===== config.mk =====
export PLATFORM = sky130hd
export DESIGN_NAME = sync_debounce_edge
export DESIGN_NICKNAME = d
export VERILOG_FILES = /design/src/rtl/sync_debounce_edge.sv
export SDC_FILE = /design/constraint.sdc
export NUM_CORES = 1
export LEC_CHECK = 0
export ABC_CLOCK_PERIOD_IN_PS = 1600
export BUFFER_PORTS_ARGS = -buffer_cell sky130_fd_sc_hd__buf_2
export CAP_MARGIN = 20
export CORE_AREA = 2 2 39 41
export DETAILED_ROUTE_END_ITERATION = 8
export DIE_AREA = 0 0 41 43
export HOLD_SLACK_MARGIN = 0.05
export SYNTH_ARGS = -nofsm -noshare
export SYNTH_HDL_FRONTEND = slang
export SYNTH_SLANG_ARGS = --single-unit

===== constraint.sdc =====
create_clock -name clk -period 1.6 [get_ports clk]
set_input_delay 0.32 -clock clk [delete_from_list [all_inputs] [get_ports clk]]
set_output_delay 0.32 -clock clk [all_outputs]
set_load 0.1 [all_outputs]

===== src/rtl/sync_debounce_edge.sv =====
// Input conditioner: synchronises a raw async level, debounces it with a counter FSM and
// emits a clean registered level plus one-cycle rise/fall pulses.
module sync_debounce_edge #(
  parameter int unsigned SYNC_STAGES = 2,
  parameter int unsigned DEB_CYCLES  = 4,
  parameter logic        RESET_VAL   = 1'b0
) (
  input  logic clk,
  input  logic n_res,
  input  logic d_in,
  input  logic en,
  output logic q_out,
  output logic rise_pulse,
  output logic fall_pulse
);

  localparam int unsigned CntW = $clog2(DEB_CYCLES) + 1;
  localparam logic [CntW-1:0] CntMax = CntW'(DEB_CYCLES - 1);
  localparam logic [CntW-1:0] CntOne = CntW'(1);

  typedef enum logic [1:0] {
    StStableLo,
    StChkHi,
    StStableHi,
    StChkLo
  } state_e;

  localparam state_e StReset = RESET_VAL ? StStableHi : StStableLo;

  logic [SYNC_STAGES-1:0] sync_q;
  logic                   s;
  state_e                 state_q, state_d;
  logic [CntW-1:0]        cnt_q, cnt_d;
  logic                   level_q, level_d;
  logic                   rise_q, rise_d;
  logic                   fall_q, fall_d;

  // Synchroniser runs regardless of en so the FSM always sees a fresh, metastability-safe level.
  always_ff @(posedge clk or negedge n_res) begin
    if (!n_res) begin
      sync_q <= {SYNC_STAGES{RESET_VAL}};
    end else begin
      sync_q <= {sync_q[SYNC_STAGES-2:0], d_in};
    end
  end

  assign s = sync_q[SYNC_STAGES-1];

  always_ff @(posedge clk or negedge n_res) begin
    if (!n_res) begin
      state_q <= StReset;
      cnt_q   <= '0;
      level_q <= RESET_VAL;
      rise_q  <= 1'b0;
      fall_q  <= 1'b0;
    end else begin
      state_q <= state_d;
      cnt_q   <= cnt_d;
      level_q <= level_d;
      rise_q  <= rise_d;
      fall_q  <= fall_d;
    end
  end

  always_comb begin
    state_d = state_q;
    cnt_d   = cnt_q;
    level_d = level_q;
    rise_d  = 1'b0;
    fall_d  = 1'b0;
    if (en) begin
      unique case (state_q)
        StStableLo: begin
          if (s) begin
            state_d = StChkHi;
            cnt_d   = CntOne;
          end
        end
        StChkHi: begin
          if (!s) begin
            state_d = StStableLo;
            cnt_d   = '0;
          end else if (cnt_q == CntMax) begin
            state_d = StStableHi;
            level_d = 1'b1;
            rise_d  = 1'b1;
            cnt_d   = '0;
          end else begin
            cnt_d = cnt_q + CntOne;
          end
        end
        StStableHi: begin
          if (!s) begin
            state_d = StChkLo;
            cnt_d   = CntOne;
          end
        end
        StChkLo: begin
          if (s) begin
            state_d = StStableHi;
            cnt_d   = '0;
          end else if (cnt_q == CntMax) begin
            state_d = StStableLo;
            level_d = 1'b0;
            fall_d  = 1'b1;
            cnt_d   = '0;
          end else begin
            cnt_d = cnt_q + CntOne;
          end
        end
        default: begin
          state_d = StReset;
          cnt_d   = '0;
        end
      endcase
    end
  end

  assign q_out      = level_q;
  assign rise_pulse = rise_q;
  assign fall_pulse = fall_q;

endmodule


# Word-level counts from Yosys, hierarchy flattened
# Cells that the tools add are included.
# word_totals
inputBits	4
elab_cells	49
out_inout_bits	3
ff_bits	10
# op_classes
reduce_logical	5
mux	25
n_eq_ne	12
addsub	1
# ops
operator	count
$mux 3	5
$mux 2	6
$ne 2x2->1 const B	6
$pmux 3 s4	1
$mux 1	11
$pmux 2 s4	1
$ne 3x3->1 const B	2
$reduce_and 6->1	1
$reduce_and 5->1	1
$eq 2x2->1 const B	2
$add 3x1->3 const B	1
$eq 3x2->1 const B	1
$reduce_and 3->1	1
$eq 2x1->1 const B	1
$logic_not 2->1	1
$pmux 1 s2	1
$reduce_bool 2->1	1

# Logic depth before layout (Yosys ltp)
# Gate-level depths: netlist of the first run.
# depth
word_depth	5
ltp_mapped	4
depth_no_buf	4

# Worst setup path before layout of the first run
# OpenSTA, ideal clock, no wires.
# synth_path
path_type	register to register
start	reg, netlist name q_out
end	reg level_q, in the netlist q_out
t_arrival_ps	1215
path_stages_with_launch	3
setup_slack_ps	312
period_less_slack_ps	1288
t_required_ps	1528
setup_time_ps	72
n_path_buf	0
cell_sequence	dfrtp_1 -> o21ai_0 -> nand3b_1
# synth_lines
item	line_no	source
to (signal assigned)	59	level_q <= level_d;
to (decl)	34	logic level_q, level_d;

# Final worst setup path of the first run
# layout_path
start	reg level_q, in the netlist q_out
end	out q_out
# layout_lines
item	line_no	source
to (decl)	12	output logic q_out,
# No word-level cell between the ends.

==> results of run 1 <==
-- per-stage QoR --
step	cell area (µm²)	instances	hold slack, ns	setup WS, ns
2_1_floorplan	425	33	0.0244	0.312
3_3_place_gp	475	55	0.187	0.357
3_5_place_dp	475	55	0.189	0.306
4_1_cts	508	59	0.156	0.227
5_1_grt	508	59	0.153	0.172
6_report	508	59	0.169	0.245
-- power by group through the flow --
stage               logic (mW)  clock network, mW  registers, mW
floorplan                0.151                  0          0.377
global placement         0.206                  0          0.370
detailed placement       0.206                  0          0.372
CTS                      0.208              0.172          0.368
global route             0.231              0.185          0.376
finish                   0.205              0.160          0.367
-- how the worst max path moves through the flow --
| stage | start | to | slack [ns] | depth (start not counted) |
|---|---|---|---|---|
| final | q_out$_DFFE_PN0P_ | q_out | 0.25 | 1 |
| after global routing | cnt_q[0]$_DFFE_PN0P_ | state_q[0]$_DFFE_PN0P_ | 0.17 | 4 |
| after detailed placement | cnt_q[0]$_DFFE_PN0P_ | state_q[0]$_DFFE_PN0P_ | 0.31 | 4 |
| after global placement | cnt_q[0]$_DFFE_PN0P_ | state_q[0]$_DFFE_PN0P_ | 0.36 | 4 |
| after CTS | q_out$_DFFE_PN0P_ | q_out | 0.23 | 1 |
| after floorplan | q_out$_DFFE_PN0P_ | q_out$_DFFE_PN0P_ | 0.31 | 2 |
-- logic make-up after synthesis --
| logic type | count (synthesis) | share of synthesized area, % |
|---|---|---|
| AO/OA/AOI/OAI | 7 | 9.41 |
| XOR/XNOR | 2 | 4.12 |
| multiplexers | 3 | 7.94 |
| flip-flops | 10 | 58.8 |
| AND/OR/NAND/NOR | 9 | 15.9 |
| buffers and inverters | 1 | 0.882 |
| adder cells (fa/ha/maj) | 1 | 2.94 |
-- registers in the layout (all words and copies together) (netlist names), named ones only --
register / count
fall_pulse: 1
rise_pulse: 1
cnt_q: 3
sync_q: 2
q_out: 1
state_q: 1
-- layout make-up --
class	instances	area [µm²]	area share (%)
Clock buffer	3	22.5	4.43
Multi-Input combinational cell	22	171	33.7
Inverter	1	3.75	0.739
Sequential cell	10	250	49.3
Timing Repair Buffer	7	40.0	7.88
Tap cell	16	20.0	3.94
-- routing by layer --
layer / vias to the layer above / global-route usage (%) / share of wire (%)
li1: 140 / - / -
met2: 6 / 13.8 / 48
met4: 0 / 8.00 / 2.2
met1: 133 / 13.3 / 45
met3: 2 / 1.57 / 4.3
met5: - / 0 / 0
-- cells in the mapped netlist (2+ instances only) --
master   number
a21oi_1       3
dfrtp_1      10
mux2_2        3
nor3_1        2
-- cells in the final DEF (no fill, tap or decap) --
master,n
o21ai_0,1
mux2_2,3
a21o_1,1
inv_1,1
nand3_1,1
ha_1,1
dfrtp_1,10
nand3b_1,1
nand4b_2,1
xnor2_1,1
o21ai_1,1
nor3_1,2
nor3b_2,1
nor2b_1,1
nand2_1,1
o21a_1,1
clkbuf_4,3
buf_2,6
a21oi_1,3
dlygate4sd3_1,1
xor2_1,1
nor3b_1,1
==> impl_metrics.ini, run 1 <==
[route]
firstDrtPassIters = 4
drcViolationCount = 0
avgRoutedWirePerCell_um = 10.7
via_count = 281
wl_um = 631
vias_per_cell = 4.76
drt_iter0_drc = 8
final_antenna_net_count = 0

[cells_and_area]
num_antenna_cells = 0
drive_gt1_share_pct = 32.6
num-fill-cells = 143
fin_util_pct = 36.7
layout.nets = 50
syn2layout_area_growth_pct = 19.4

[clocking]
numCtsBuffers = 3
clk_path_buf_depth = 2
post_cts_buffers = 0
cts-htree-levels = 1
path_clk_slew_ns = 0.06
holdBufCountCts = 1
cts_tree = built
clkLatencyLatePin_ns = 0.26
cts.repair.resized = 0
cts-root-buf = clkbuf_4
clock_sinks = 10

[setup_path]
crit_type = flop to output pin
slowest_delay_ns = 0.43
cp_slowest_cell = buf_2
worstSetupStartpointType = flop
worst_ep_arrival_time_ns = 1.03
crit_fanout = 3
worstPathRequired_ns = 1.28
crit_family = buffers and inverters
reg2reg_to = state_q[0]$_DFFE_PN0P_
reg2regPathDepth = 4
r2r-start = cnt_q[0]$_DFFE_PN0P_
cp_cell_sequence = buf_2
crit_path_end_kind = output pin
path_buf_inv = 1
rrSetupSlack_ns = 0.30

[yosys]
ys_warn_count = 0
syn_inst = 33
ys_ff_latch = 10
syn_nets = 38
yosys.area.top_type = dfrtp_1
synth-main-ff-cell = dfrtp_1
yosys-top-cells-area = dfrtp_1 59%, mux2_2 7.9%, a21oi_1 3.5%, nand4b_2 3.5%, ha_1 2.9%
syn_avg_cell_area_um2 = 12.9
synth_edf_count = 0
ys_types = 19
yosysSeqAreaShare_pct = 58.8
synthesis.area_um2 = 425
synth_top_area_share_pct = 58.8
async_flop_share_pct = 100

[timing]
hold_viol_final = 0
period_minus_slack_ns = 1.35
setup_viol = 0
tns_ns = 0
worst_slew_pin_slew_ns = 0.483
max_freq_ghz = 0.738
slew_viol_final = 0
period_share_pct = 84.7
finalClockSkew_ns = 0.00156
rsz0062_at_grt = false
relSlewSlack_pct = 68.0

[grt]
grt_overflow = 0
antenna_found_initial = 0
gr-usage-all-layers_pct = 10.0
grt_pass1_wl_mm = 1.17
grt_max_degree = 11
grt_pass1_vias = 295

[worst_hold_path]
holdPathEnd = sync_q[0]$_DFF_PN0_
hp-start = d_in
min_path_cells = 1
hold_path_class = input port to flop

[floorplan]
coreArea_um2 = 1380
rows = 14
die_area_um2 = 1760
io_pins = 7
die_x_um = 41
die_y_um = 43
initial_utilization_pct = 30.7

[power]
p_int_mw = 0.491
p_seq_share_pct = 50.2
fin_total_pwr_mw = 0.732
power.switching_mw = 0.241
clockPowerShare_pct = 21.9
cellPowerDensity_nw_per_um2 = 1440
leakage_nw = 0.252
irDropWorstVdd_uv = 545
switching_share_pct = 32.9
power_frac_comb_pct = 28.0

[place]
globalplace.congestion = 0.650
io_buffers = 6
dpl.hpwl_um = 495

[status]
status = finished, final reports clean

[flow_run]
cap_violations = 0
No activity file was read; power rests on OpenSTA's default activity.
==> inputs of run 2 (changes only) <==
Settings changed: ABC_CLOCK_PERIOD_IN_PS 1600 to 1200.
Clock period 1.6 ns to 1.2 ns, I/O delays scaled along.
==> impl_metrics.ini, run 2 (synthesis gave the netlist of run 1 again) <==
[power]
power.switching_mw = 0.378
irDropWorstVdd_uv = 848
power_frac_comb_pct = 34.6
p_seq_share_pct = 41.0
leakage_nw = 0.297
switching_share_pct = 31.5
fin_total_pwr_mw = 1.20
cellPowerDensity_nw_per_um2 = 1910
p_int_mw = 0.821
clockPowerShare_pct = 24.4

[route]
drt_iter0_drc = 1
avgRoutedWirePerCell_um = 10.6
wl_um = 686
drcViolationCount = 0
via_count = 295
final_antenna_net_count = 0
firstDrtPassIters = 2
vias_per_cell = 4.54

[cells_and_area]
drive_gt1_share_pct = 49.0
final_common_cell = dfrtp_1
multiInputGateArea_um2 = 195
top_regs = cnt_q: 3 flops, sync_q: 2 flops
seq_area_um2 = 251
largest_reg_flops = 3
num-fill-cells = 131
layout.cells.most_common_list = 9 x dfrtp_1, 5 x buf_4
fin_util_pct = 45.5
layout.nets = 55
syn2layout_area_growth_pct = 47.9
regMostFlops = cnt_q
num_antenna_cells = 0

[worst_hold_path]
hp-start = d_in
min_path_cells = 1
holdPathEnd = sync_q[0]$_DFF_PN0_
hold_path_class = input port to flop

[grt]
grt_overflow = 0
grt_pass1_wl_mm = 1.09
grt.busiest_layer = met1
gr-usage-all-layers_pct = 9.30
grt_pass1_vias = 265
grt_use_met3_pct = 1.57
grtUsageMet1_pct = 14.6
antenna_found_initial = 0
grt_max_degree = 11
global_route.usage.met2_pct = 11.3

[setup_path]
path_buf_inv = 0
reg2regPathDepth = 4
worst_ep_arrival_time_ns = 1.37
worstPathRequired_ns = 1.39
rrSetupSlack_ns = 0.02
r2r-start = cnt_q[0]$_DFFE_PN0P_
cp_slowest_cell = dfrtp_1
reg2reg_to = cnt_q[0]$_DFFE_PN0P_
cp_cell_sequence = ha_4 -> nor2b_4 -> mux2_2 -> a21oi_2
worstSetupStartpointType = flop
slowest_delay_ns = 0.41
crit_path_end_kind = flop
crit_type = flop to flop
crit_fanout = 3
crit_family = flip-flops

[floorplan]
die_x_um = 41
rows = 14
coreArea_um2 = 1380
die_area_um2 = 1760
initial_utilization_pct = 30.7
io_pins = 7
die_y_um = 43

[timing]
period_minus_slack_ns = 1.18
relSlewSlack_pct = 82.9
worst_slew_pin_slew_ns = 0.254
finalClockSkew_ns = 0.00283
hold_viol_final = 0
hold_ws_ns = 0.0832
setup_viol = 0
max_freq_ghz = 0.845
period_share_pct = 98.6
rsz0062_at_grt = true
slew_viol_final = 0

[clocking]
clk_path_buf_depth = 2
clkLatencyLatePin_ns = 0.26
path_clk_slew_ns = 0.06
cts_tree = built
cts-htree-levels = 1
clock_sinks = 10
numCtsBuffers = 3
cts-root-buf = clkbuf_4

[place]
io_buffers = 6
globalplace.congestion = 0.677

[status]
status = finished, final reports clean

[flow_run]
cap_violations = 0
-- run 2: per-stage QoR --
stage | setup WS (ns) | setup TNS (ns) | instance area (µm²) | instances
global route | -0.0283 | -0.0971 | 629 | 65
global placement | -0.0132 | -0.0251 | 552 | 59
floorplan | 0.00279 | 0 | 427 | 33
finish | 0.0165 | 0 | 629 | 65
CTS | 0.0101 | 0 | 619 | 65
detailed placement | -0.0655 | -0.113 | 552 | 59
-- run 2: area by class of cell --
cell class	instances	share of cell area [%]
multi-input cells	22	31.0
well taps	16	3.18
inverters	1	0.596
clock buffers	4	5.77
repair buffers	12	19.5
flip-flops and latches	10	40.0
-- run 2: repair_timing --
item / 4_1_cts / 5_1_grt
hold buffers: 1 / 0
pin swaps: 2 / 2
resized for setup: 4 / 1
hold endpoints to repair: 10 / 0
buffers inserted: 1 / 0
endpoints found under the setup margin: 2 / 4
-- run 2: how the worst max path moves through the flow --
stage / cells past startpoint / end / startpoint
finish: 4 / cnt_q[0]$_DFFE_PN0P_ / cnt_q[0]$_DFFE_PN0P_
global route: 4 / state_q[0]$_DFFE_PN0P_ / cnt_q[0]$_DFFE_PN0P_
CTS: 4 / cnt_q[0]$_DFFE_PN0P_ / cnt_q[1]$_DFFE_PN0P_
detailed placement: 4 / cnt_q[0]$_DFFE_PN0P_ / cnt_q[0]$_DFFE_PN0P_
global placement: 4 / state_q[0]$_DFFE_PN0P_ / cnt_q[0]$_DFFE_PN0P_
floorplan: 4 / cnt_q[0]$_DFFE_PN0P_ / cnt_q[0]$_DFFE_PN0P_
-- run 2: metal layers --
metal  part of all wire (%)  wire, µm  vias to the layer above
met4                    2.5        17                        0
met1                     51       347                      137
met5                      0         0                        -
met2                     44       301                        6
li1                       -         -                      150
met3                    2.9        20                        2
-- run 2: power by group through the flow --
stage               Sequential (mW)  Clock [mW]  Combinational, mW
floorplan                     0.503           0              0.201
global placement              0.481           0              0.349
detailed placement            0.480           0              0.356
CTS                           0.477       0.303              0.396
global route                  0.507       0.314              0.464
finish                        0.492       0.293              0.414
==> inputs of run 3 (changes only) <==
Settings changed: CORE_AREA 2 2 39 41 to not set, CORE_MARGIN set to 1, CORE_UTILIZATION set to 25, DIE_AREA 0 0 41 43 to not set.
==> impl_metrics.ini, run 3 (synthesis gave the netlist of run 1 again) <==
[route]
vias_per_cell = 4.63
drt_iter0_drc = 3
avgRoutedWirePerCell_um = 10.6
via_count = 296
firstDrtPassIters = 3
wl_um = 681
final_antenna_net_count = 0
drcViolationCount = 0

[power]
power.switching_mw = 0.358
switching_share_pct = 32.1
fin_total_pwr_mw = 1.12
p_seq_share_pct = 44.5
p_int_mw = 0.757
power_frac_comb_pct = 34.8
leakage_nw = 0.291
clockPowerShare_pct = 20.7
irDropWorstVdd_uv = 920
cellPowerDensity_nw_per_um2 = 1810

[clocking]
clk_path_buf_depth = 2
clkLatencyLatePin_ns = 0.25
numCtsBuffers = 3
path_clk_slew_ns = 0.06
clock_sinks = 10
cts-root-buf = clkbuf_4
cts_tree = built
cts-htree-levels = 1

[cells_and_area]
multiInputGateArea_um2 = 199
seq_area_um2 = 251
final_common_cell = dfrtp_1
regMostFlops = cnt_q
top_regs = cnt_q: 3 flops, sync_q: 2 flops
syn2layout_area_growth_pct = 44.7
layout.nets = 54
num-fill-cells = 157
num_antenna_cells = 0
instances_no_fill = 64
drive_gt1_share_pct = 45.8
layout.cells.most_common_list = 9 x dfrtp_1, 4 x buf_4
fin_util_pct = 39.9
largest_reg_flops = 3

[setup_path]
crit_fanout = 3
slowest_delay_ns = 0.42
crit_path_end_kind = flop
cp_cell_sequence = ha_4 -> nor2b_4 -> mux2_2 -> a21oi_1
cp_slowest_cell = dfrtp_1
worst_ep_arrival_time_ns = 1.35
worstPathRequired_ns = 1.38
worstSetupStartpointType = flop
crit_type = flop to flop

[timing]
max_freq_ghz = 0.857
hold_viol_final = 0
relSlewSlack_pct = 85.9
setup_viol = 0
hold_ws_ns = 0.0887
period_minus_slack_ns = 1.17
worst_slew_pin_slew_ns = 0.211
slew_viol_final = 0
finalClockSkew_ns = 0.00549
period_share_pct = 97.3

[worst_hold_path]
hold_path_class = input port to flop

[place]
dp_cells = 59
globalplace.congestion = 0.714
io_buffers = 6
dpl.hpwl_um = 489

[grt]
gr-usage-all-layers_pct = 7.48
antenna_found_initial = 0
grt_pass1_wl_mm = 1.06
grt_overflow = 0
grt_pass1_vias = 262
grt_max_degree = 11

[status]
status = finished, final reports clean

[floorplan]
rows = 14
initial_utilization_pct = 27.6
io_pins = 7
die_y_um = 43.3
die_x_um = 43.3
coreArea_um2 = 1540
die_area_um2 = 1870

[flow_run]
cap_violations = 0
run 3: cell count changes in the layout (fill, tap and decap cells not counted), sizes merged:
cell / delta
buf: -1
run 3: per-layer routing:
layer	routed length (µm)	up-vias	track usage [%]
li1	-	149	-
met1	305	140	11.6
met2	347	7	9.85
met3	28	0	1.28
met4	0	0	3.64
met5	0	-	0
run 3: path summary, 6_finish.rpt:
kind,from,to,slack [ns],cells past startpoint
worst min register to register,sync_q[0]$_DFF_PN0_,sync_q[1]$_DFF_PN0_,0.35,0
max in group asynchronous,n_res,q_out$_DFFE_PN0P_,0.64,2
worst max register to register,cnt_q[1]$_DFFE_PN0P_,cnt_q[0]$_DFFE_PN0P_,0.03,4
worst min-delay path,d_in,sync_q[0]$_DFF_PN0_,0.09,1
min in group asynchronous,n_res,async pin,0.36,2
worst max-delay path,cnt_q[1]$_DFFE_PN0P_,cnt_q[0]$_DFFE_PN0P_,0.03,4
run 3: through the flow:
step                      instance area (µm²)  setup slack [ns]  setup TNS, ns
after global placement                    552           -0.0726         -0.117
after CTS                                 598            0.0251              0
after detailed placement                  552           -0.0502        -0.0976
after global routing                      616           -0.0157        -0.0189
final                                     616            0.0328              0
after floorplan                           427           0.00279              0
run 3: cell type report:
cell class / count / area share, %
clock buffer: 4 / 4.27
inverter: 1 / 0.610
multi-input combinational: 22 / 32.3
sequential: 10 / 40.9
tap: 16 / 3.25
timing repair buffer: 11 / 18.7
run 3: power by group through the flow:
stage               logic [mW]  registers [mW]  clock network, mW
finish                   0.389           0.496              0.230
global route             0.435           0.507              0.258
CTS                      0.365           0.475              0.246
detailed placement       0.351           0.480                  0
global placement         0.346           0.480                  0
floorplan                0.201           0.503                  0
run 3: repair_timing:
action	CTS	global route
hold endpoints to repair	10	0
gates resized for setup	3	2
pin swaps	2	0
hold buffers	1	0
setup endpoints to repair	3	3
buffers inserted	0	0
run 3: critical path, delay by kind of cell, from the launching register on:
kind            cells  cell delay (ns)
flops               1             0.42
compound gates      1             0.11
mux                 1             0.26
simple gates        1             0.13
fa+ha+maj           1             0.19
